File: src/rtl/imem_loader_if.sv
// Byte-stream input and instruction-memory write bus of the program loader.
// The master modport is the loader side; the slave modport is the stream source / memory side.
interface imem_loader_if #(
    parameter int ADDR_W = 9
);
    logic              byte_valid;
    logic [7:0]        byte_data;
    logic              byte_ready;
    logic              mem_we;
    logic [ADDR_W-1:0] mem_waddr;
    logic [31:0]       mem_wdata;

    modport master (
        input  byte_valid,
        input  byte_data,
        output byte_ready,
        output mem_we,
        output mem_waddr,
        output mem_wdata
    );

    modport slave (
        output byte_valid,
        output byte_data,
        input  byte_ready,
        input  mem_we,
        input  mem_waddr,
        input  mem_wdata
    );
endinterface

File: src/rtl/imem_loader.sv
// Loads a length-prefixed little-endian program image from a byte stream into
// instruction memory, one write per 32-bit word, holding the CPU off meanwhile.
module imem_loader #(
    parameter int DEPTH       = 512,
    parameter int ADDR_W      = 9,
    parameter int TIMEOUT_CYC = 1000000
) (
    input  logic            clk,
    input  logic            rst_n,
    input  logic            i_start,
    imem_loader_if.master   bus,
    output logic            o_cpu_hold,
    output logic            o_done,
    output logic            o_error,
    output logic [ADDR_W:0] o_word_count
);

    localparam int CNT_W = $clog2(TIMEOUT_CYC + 1);

    typedef enum logic [2:0] {
        IDLE,
        LEN_LO,
        LEN_HI,
        DATA,
        DONE,
        ERR
    } state_t;

    state_t            r_state;
    logic [7:0]        r_lenLo;
    logic [15:0]       r_len;
    logic [31:0]       r_wbuf;
    logic [1:0]        r_bidx;
    logic [ADDR_W-1:0] r_widx;
    logic [CNT_W-1:0]  r_idle;

    logic              r_byteReady;
    logic              r_memWe;
    logic [ADDR_W-1:0] r_memWaddr;
    logic [31:0]       r_memWdata;
    logic              r_cpuHold;
    logic              r_done;
    logic              r_error;
    logic [ADDR_W:0]   r_wordCount;

    logic              w_xfer;
    logic [15:0]       w_len;
    logic [31:0]       w_word;
    logic              w_lastWord;
    logic              w_timeout;

    assign w_xfer     = bus.byte_valid & r_byteReady;
    assign w_len      = {bus.byte_data, r_lenLo};
    assign w_word     = {bus.byte_data, r_wbuf[31:8]};
    assign w_lastWord = (16'(r_widx) == (r_len - 16'd1));
    // The counter holds the idle edges seen so far, so this edge is the TIMEOUT_CYC-th.
    assign w_timeout  = !w_xfer && (r_idle == CNT_W'(TIMEOUT_CYC - 1));

    always_ff @(posedge clk or negedge rst_n) begin
        if (!rst_n) begin
            r_state     <= IDLE;
            r_lenLo     <= '0;
            r_len       <= '0;
            r_wbuf      <= '0;
            r_bidx      <= '0;
            r_widx      <= '0;
            r_idle      <= '0;
            r_byteReady <= 1'b0;
            r_memWe     <= 1'b0;
            r_memWaddr  <= '0;
            r_memWdata  <= '0;
            r_cpuHold   <= 1'b0;
            r_done      <= 1'b0;
            r_error     <= 1'b0;
            r_wordCount <= '0;
        end else begin
            r_memWe <= 1'b0;
            r_done  <= 1'b0;
            case (r_state)
                IDLE, ERR: begin
                    if (i_start) begin
                        r_state     <= LEN_LO;
                        r_error     <= 1'b0;
                        r_wordCount <= '0;
                        r_widx      <= '0;
                        r_bidx      <= '0;
                        r_idle      <= '0;
                        r_byteReady <= 1'b1;
                        r_cpuHold   <= 1'b1;
                    end
                end
                LEN_LO, LEN_HI, DATA: begin
                    if (w_xfer) begin
                        r_idle <= '0;
                    end else begin
                        r_idle <= r_idle + CNT_W'(1);
                    end
                    if (w_timeout) begin
                        r_state     <= ERR;
                        r_error     <= 1'b1;
                        r_byteReady <= 1'b0;
                    end else if (w_xfer) begin
                        if (r_state == LEN_LO) begin
                            r_lenLo <= bus.byte_data;
                            r_state <= LEN_HI;
                        end else if (r_state == LEN_HI) begin
                            r_len <= w_len;
                            if (w_len == 16'd0 || w_len > 16'(DEPTH)) begin
                                r_state     <= ERR;
                                r_error     <= 1'b1;
                                r_byteReady <= 1'b0;
                            end else begin
                                r_state <= DATA;
                            end
                        end else begin
                            r_wbuf <= w_word;
                            r_bidx <= r_bidx + 2'd1;
                            if (r_bidx == 2'd3) begin
                                r_memWe     <= 1'b1;
                                r_memWaddr  <= r_widx;
                                r_memWdata  <= w_word;
                                r_widx      <= r_widx + ADDR_W'(1);
                                r_wordCount <= r_wordCount + (ADDR_W + 1)'(1);
                                if (w_lastWord) begin
                                    r_state     <= DONE;
                                    r_done      <= 1'b1;
                                    r_byteReady <= 1'b0;
                                end
                            end
                        end
                    end
                end
                DONE: begin
                    r_state   <= IDLE;
                    r_cpuHold <= 1'b0;
                end
                default: begin
                    r_state     <= IDLE;
                    r_byteReady <= 1'b0;
                    r_cpuHold   <= 1'b0;
                end
            endcase
        end
    end

    assign bus.byte_ready = r_byteReady;
    assign bus.mem_we     = r_memWe;
    assign bus.mem_waddr  = r_memWaddr;
    assign bus.mem_wdata  = r_memWdata;
    assign o_cpu_hold     = r_cpuHold;
    assign o_done         = r_done;
    assign o_error        = r_error;
    assign o_word_count   = r_wordCount;

endmodule
File: src/flat_wrapper.sv
// flat-port wrapper written by rule: the top's interface ports become plain ports
module imem_loader_flat 
#(
    parameter int DEPTH       = 512,
    parameter int ADDR_W      = 9,
    parameter int TIMEOUT_CYC = 1000000
)
  (clk, rst_n, i_start, o_cpu_hold, o_done, o_error, o_word_count, bus_byte_valid, bus_byte_data, bus_byte_ready, bus_mem_we, bus_mem_waddr, bus_mem_wdata);
  imem_loader_if #(.ADDR_W(ADDR_W)) bus_i ();
  input  logic clk;
  input  logic rst_n;
  input  logic i_start;
  output logic o_cpu_hold;
  output logic o_done;
  output logic o_error;
  output logic [ADDR_W:0] o_word_count;
  input wire logic [$bits(bus_i.byte_valid)-1:0] bus_byte_valid;
  input wire logic [$bits(bus_i.byte_data)-1:0] bus_byte_data;
  output wire logic [$bits(bus_i.byte_ready)-1:0] bus_byte_ready;
  output wire logic [$bits(bus_i.mem_we)-1:0] bus_mem_we;
  output wire logic [$bits(bus_i.mem_waddr)-1:0] bus_mem_waddr;
  output wire logic [$bits(bus_i.mem_wdata)-1:0] bus_mem_wdata;
  assign bus_i.byte_valid = bus_byte_valid;
  assign bus_i.byte_data = bus_byte_data;
  assign bus_byte_ready = bus_i.byte_ready;
  assign bus_mem_we = bus_i.mem_we;
  assign bus_mem_waddr = bus_i.mem_waddr;
  assign bus_mem_wdata = bus_i.mem_wdata;
  imem_loader #(.DEPTH(DEPTH), .ADDR_W(ADDR_W), .TIMEOUT_CYC(TIMEOUT_CYC)) u_core (.clk(clk), .rst_n(rst_n), .i_start(i_start), .bus(bus_i), .o_cpu_hold(o_cpu_hold), .o_done(o_done), .o_error(o_error), .o_word_count(o_word_count));
endmodule
File: config.mk
export PLATFORM = sky130hd
export DESIGN_NAME = imem_loader_flat
export DESIGN_NICKNAME = d
export VERILOG_FILES = /design/src/rtl/imem_loader_if.sv /design/src/rtl/imem_loader.sv /design/src/flat_wrapper.sv
export SDC_FILE = /design/constraint.sdc
export NUM_CORES = 1
export LEC_CHECK = 0
export ABC_CLOCK_PERIOD_IN_PS = 3800
export CORE_ASPECT_RATIO = 1.2
export CORE_UTILIZATION = 30
export CTS_BUF_LIST = sky130_fd_sc_hd__clkbuf_8
export CTS_CLUSTER_SIZE = 40
export DETAILED_ROUTE_END_ITERATION = 8
export DONT_BUFFER_PORTS = 1
export PLACE_DENSITY_LB_ADDON = 0.08
export SETUP_SLACK_MARGIN = 0.02
export SLEW_MARGIN = 20
export SYNTH_ARGS = -nofsm -noshare
export SYNTH_HDL_FRONTEND = slang
export SYNTH_SLANG_ARGS = --single-unit
File: constraint.sdc
create_clock -name clk -period 3.8 [get_ports clk]
set_input_delay 0.57 -clock clk [delete_from_list [all_inputs] [get_ports clk]]
set_output_delay 0.57 -clock clk [all_outputs]
set_load 0.01 [all_outputs]
* Word level (Yosys, flattened, before mapping)
Cells that the tools add are included.
Cells by class: $add $sub $neg 5, order comparisons 1, equal/unequal tests 23, multiplexer cells 62, bitwise gates (word level) 6, reductions and logical operators 19
Operators by type and width (count):
- 10-bit 2-to-1 mux | 6
- 9-bit 2-to-1 mux | 6
- 20-bit 2-to-1 mux | 2
- 20-bit one-hot mux with 2 select lines | 1
- 1-bit 2-to-1 mux | 27
- 3-bit 2-to-1 mux | 8
- 20-bit by 1-bit adder with 20-bit output (second input constant) | 1
- 20-bit == test (second input constant) | 1
- 10-bit one-hot mux with 2 select lines | 1
- 9-bit one-hot mux with 2 select lines | 1
- 6-bit AND reduction | 3
- 9-bit by 16-bit == test with 1-bit output | 1
- 16-bit by 10-bit > comparator with 1-bit output (second input constant) | 1
- 16-bit zero test | 1
- 16-bit by 1-bit subtractor with 16-bit output (second input constant) | 1
- 7-bit AND reduction | 2
- 10-bit by 1-bit adder with 10-bit output (second input constant) | 1
- 2-bit 2-to-1 mux | 5
- 5-bit by 1-bit inequality test with 1-bit output (second input constant) | 2
- 5-bit AND reduction | 2
- 9-bit by 1-bit adder with 9-bit output (second input constant) | 1
- 3-bit by 1-bit inequality test with 1-bit output (second input constant) | 3
- 2-bit inequality test (second input constant) | 4
- 4-bit by 1-bit inequality test with 1-bit output (second input constant) | 2
- other kinds (23) | 33
Word-level totals: register bits after elaboration 146, input bits 12, output and inout port bits 56, logic and storage cells 131

* Longest topological paths before layout
depth in word-level cells 9, mapped depth 9, mapped depth without buffers 9

* Worst setup path before layout
Ideal clock, no wire load.
path kind flip-flop to flip-flop, from register u_core.r_len[0], to register u_core.r_state[1], setup time 128 ps, arrival time 2383 ps, data required time 3672 ps, path slack 1290 ps, stages on the path, launching flop included 10, path through dfrtp_1 -> inv_1 -> ha_1 -> nor4b_4 -> nand4_1 -> or2_1 -> a2111oi_4 -> o2111ai_2 -> o21ai_2 -> mux2_1
On the way: longest elaborated chain between the ends 4
Ends and longest elaborated chain:
- from (decl) | line imem_loader.sv:31 | logic [15:0] r_len;
- from (signal assigned) | line imem_loader.sv:107 | r_len <= w_len;
- 16-bit by 1-bit subtractor with 16-bit output | line imem_loader.sv:55 | assign w_lastWord = (16'(r_widx) == (r_len - 16'd1));
- 9-bit by 16-bit == test with 1-bit output | line imem_loader.sv:55
- 5-bit by 1-bit inequality test with 1-bit output (no line)
- 4-bit AND reduction (no line)
- to (signal assigned) | line imem_loader.sv:61 | r_state <= IDLE;
- to (signal assigned) | line imem_loader.sv:82 | r_state <= LEN_LO;
- to (signal assigned) | line imem_loader.sv:99 | r_state <= ERR;
- to (decl) | line imem_loader.sv:29 | state_t r_state;
No other way between the ends. A chain may end at the register's enable or synchronous reset.

* Worst setup path in the final report
Ends and elaborated chain as after synthesis.

==> flow_metrics.tcl <==
set metrics [dict create \
    drive_above_1_share_pct 15.3 \
    grtUsageTotal_pct 15.2 \
    fin_skew_ps 23.2 \
    rsz0062_at_grt "false" \
    cts_max_level 4 \
    wl_mm 15.1 \
    antenna_found_initial 0 \
    ys_top_cells_by_area "dfrtp_1, nand2_1, mux2_2" \
    first_pass_iters 4 \
    clk_pin_slew_worst_paths_ps 100 \
    core_mm2 0.0204 \
    die_area_mm2 0.0216 \
    power_density_mw_per_mm2 658 \
    antenna_left 0 \
    cts_tree "done" \
    comb_power_share_pct 26.4 \
    cts_buffer_depth 2 \
    yosys.cell_types.count 59 \
    fmax_mhz 354 \
    cp.required_ps 4130 \
    hp-class "input port to async pin" \
    area_growth_syn_to_layout_pct 11.8 \
    power_mw 4.64 \
    cpMaxStageDelayCell "dfrtp_1" \
    crit_arrival_ps 3160 \
    switching_share_pct 36.8 \
    clock-sinks 138 \
    switchingPower_mw 1.70 \
    synth_ff_type "dfrtp_1" \
    grt_overflow 0 \
    drc 0 \
    port_buffers 0 \
    drtIter0Drc 211 \
    path_buf_inv 1 \
    start_kind "register" \
    ys_top_cells_by_count "nand2_1, dfrtp_1, nor2_1" \
    grt_max_degree 139 \
    avgSynthCellArea_um2 10.1 \
    grt_pass1_vias 4606 \
    finalCritPeriodShare_pct 74.4 \
    power_frac_seq_pct 47.3 \
    synth-async-reset-ratio_pct 100 \
    synth_edf_count 0 \
    end_kind "register" \
    max_slew_margin_pct 48.5 \
    maxCapViolations 0 \
    final_nets 644 \
    crit_family "compound AO/OA/AOI/OAI gates" \
    ys_seq_elements 138 \
    path_class "register to register" \
    period_needed_ps 2830 \
    vias_per_cell 4.88 \
    vias 4417 \
    internal-power_mw 2.93 \
    postCtsSetupRepairBufs 0 \
    syn-num-nets 639 \
    ys_warn_count 0 \
    cp_cell_sequence "inv_1, ha_1, nor4b_4, nand4_1, or2_1, a2111oi_4, o2111ai_2, o21ai_2, mux2_1" \
    syn_area_mm2 0.00631 \
    clkLatencyLatePin_ps 460 \
    fin_setup_tns_ps 0 \
    crit_fanout 5 \
    slew_viol_final 0 \
    cts_resized 0 \
    num_rows 57 \
    wl_per_cell_um 16.7 \
    p_clk_share_pct 26.3 \
    diodes 0 \
    setup_violations 0 \
    status "finished clean" \
    numCtsBuffers 17 \
    vdd_ir_drop_max_mv 0.226 \
    die_w_um 134 \
    cts-root-buf "clkbuf_8" \
    yosys.area.top_type "dfrtp_1" \
    tightestPinTransition_ps 773 \
    yosysMostFrequentCell "nand2_1" \
    critPathMaxStageDelay_ps 420 \
    p_leak_nw 3.27 \
    synth_top_area_share_pct 54.8 \
    finalHoldViolCount 0 \
    fin_util_pct 34.6 \
    die_h_um 161 \
    yosysSeqAreaShare_pct 54.8 \
    syn_inst 622 \
    start_util_pct 30.9 \
    ioPinCount 68 \
    gp_congestion 0.785 \
    hpwl_mm 10.1 \
    grt_pass1_wl_mm 25.3 \
]
## cell usage in the layout, fill, tap and decap left out, types with 3 or more instances in the layout
cell type / netlist / final
nand2_1: 160 / 159
dfrtp_1: 138 / 138
nor2_1: 47 / 47
mux2_2: 45 / 45
o21ai_0: 26 / 26
xor2_1: 24 / 24
clkbuf_8: 0 / 18
nand3_1: 16 / 16
a21oi_1: 15 / 15
nand4_1: 14 / 14
nor3_1: 11 / 11
xnor2_1: 10 / 10
and3_1: 9 / 9
buf_4: 0 / 9
inv_1: 7 / 7
inv_6: 0 / 6
ha_1: 5 / 5
and2_1: 4 / 4
o22ai_1: 4 / 4
or3_1: 4 / 4
a21o_1: 4 / 4
nor3b_1: 3 / 3
a32o_1: 3 / 3
nor4_1: 3 / 3
a22o_1: 3 / 3
o31ai_1: 3 / 3
inv_8: 0 / 3
clkinv_4: 0 / 3
## cells by family (layout without fill, tap and decap cells)
kind of cell / count (synthesis) / after routing / share of synthesized area (%)
AND/OR/NAND/NOR: 288 / 288 / 20.9
flip-flops: 138 / 138 / 54.8
AO/OA/AOI/OAI: 78 / 78 / 8.35
multiplexers: 47 / 47 / 8.37
XOR/XNOR: 34 / 34 / 4.72
buffers and inverters: 32 / 50 / 1.90
adder cells (fa/ha/maj): 5 / 5 / 0.992
## flip-flops by register name, summed over array words and instances, names as in the netlist, 2 cells and up
signal / cells
u_core.bus.mem_wdata: 32
u_core.bus.mem_waddr: 9
u_core.r_lenLo: 8
u_core.r_wbuf: 24
u_core.r_idle: 20
u_core.r_widx: 9
u_core.r_len: 16
u_core.r_bidx: 2
u_core.o_word_count: 10
u_core.r_state: 3
## power by group through the flow
stage	logic (mW)	registers [mW]	clock network, mW
floorplan	1.00	2.05	0
global placement	1.18	2.22	0
detailed placement	1.21	2.23	0
CTS	1.25	2.20	1.28
global route	1.39	2.26	1.33
finish	1.22	2.19	1.22
## metrics by stage
stage          hold WS, ps  instance area, um2  setup WS [ps]  std cells
2_1_floorplan          274                6310           1290        622
3_3_place_gp           278                6620           1110        872
3_5_place_dp           277                6620            983        872
4_1_cts               98.5                7050            974        905
5_1_grt                115                7050            778        905
6_report              67.8                7050            974        905
## worst paths after layout
kind | start | endpoint | slack (ps) | cells past startpoint
worst max-delay path | u_core.r_len[0] | u_core.r_state[1] | 970 | 9
worst min-delay path | rst_n | u_core.bus.mem_wdata[25] | 70 | 1
worst max register to register | u_core.r_len[0] | u_core.r_state[1] | 970 | 9
worst min register to register | u_core.r_wbuf[12] | u_core.bus.mem_wdata[4] | 480 | 2
max in group asynchronous | rst_n | u_core.o_word_count[1] | 3140 | 1
min in group clk | bus_byte_data[4] | u_core.bus.mem_wdata[28] | 210 | 2
## area by class of cell
type                            count  area, um2
Fill cell                        2175      13300
Sequential cell                   138       3450
Multi-Input combinational cell    452       2740
Tap cell                          265        332
Clock buffer                       18        248
Clock inverter                     14        150
Timing Repair Buffer               10       95.1
Inverter                            8       30.0
## layer usage
layer	global-route usage, %	routed length, um	vias up	share of wire (%)
met5	0	0	-	0
met4	5.26	207	0	1.4
met3	3.85	576	16	3.8
met2	23.8	7240	69	48
met1	20.2	7120	2197	47
li1	-	-	2135	-
## worst register-to-register path, cell delays in order (launching register included)
cell and delay [ps]:
dfrtp_1 420, inv_1 100, ha_1 250, nor4b_4 330, nand4_1 160, or2_1 290, a2111oi_4 370, o2111ai_2 220
o21ai_2 220, mux2_1 340
## repair_timing
item / in CTS / in global routing
endpoints found under the hold margin: 138 / 0
endpoints found under the setup margin: 0 / 0
hold buffers: 1 / 0
Power figures use the tool's default switching activity.
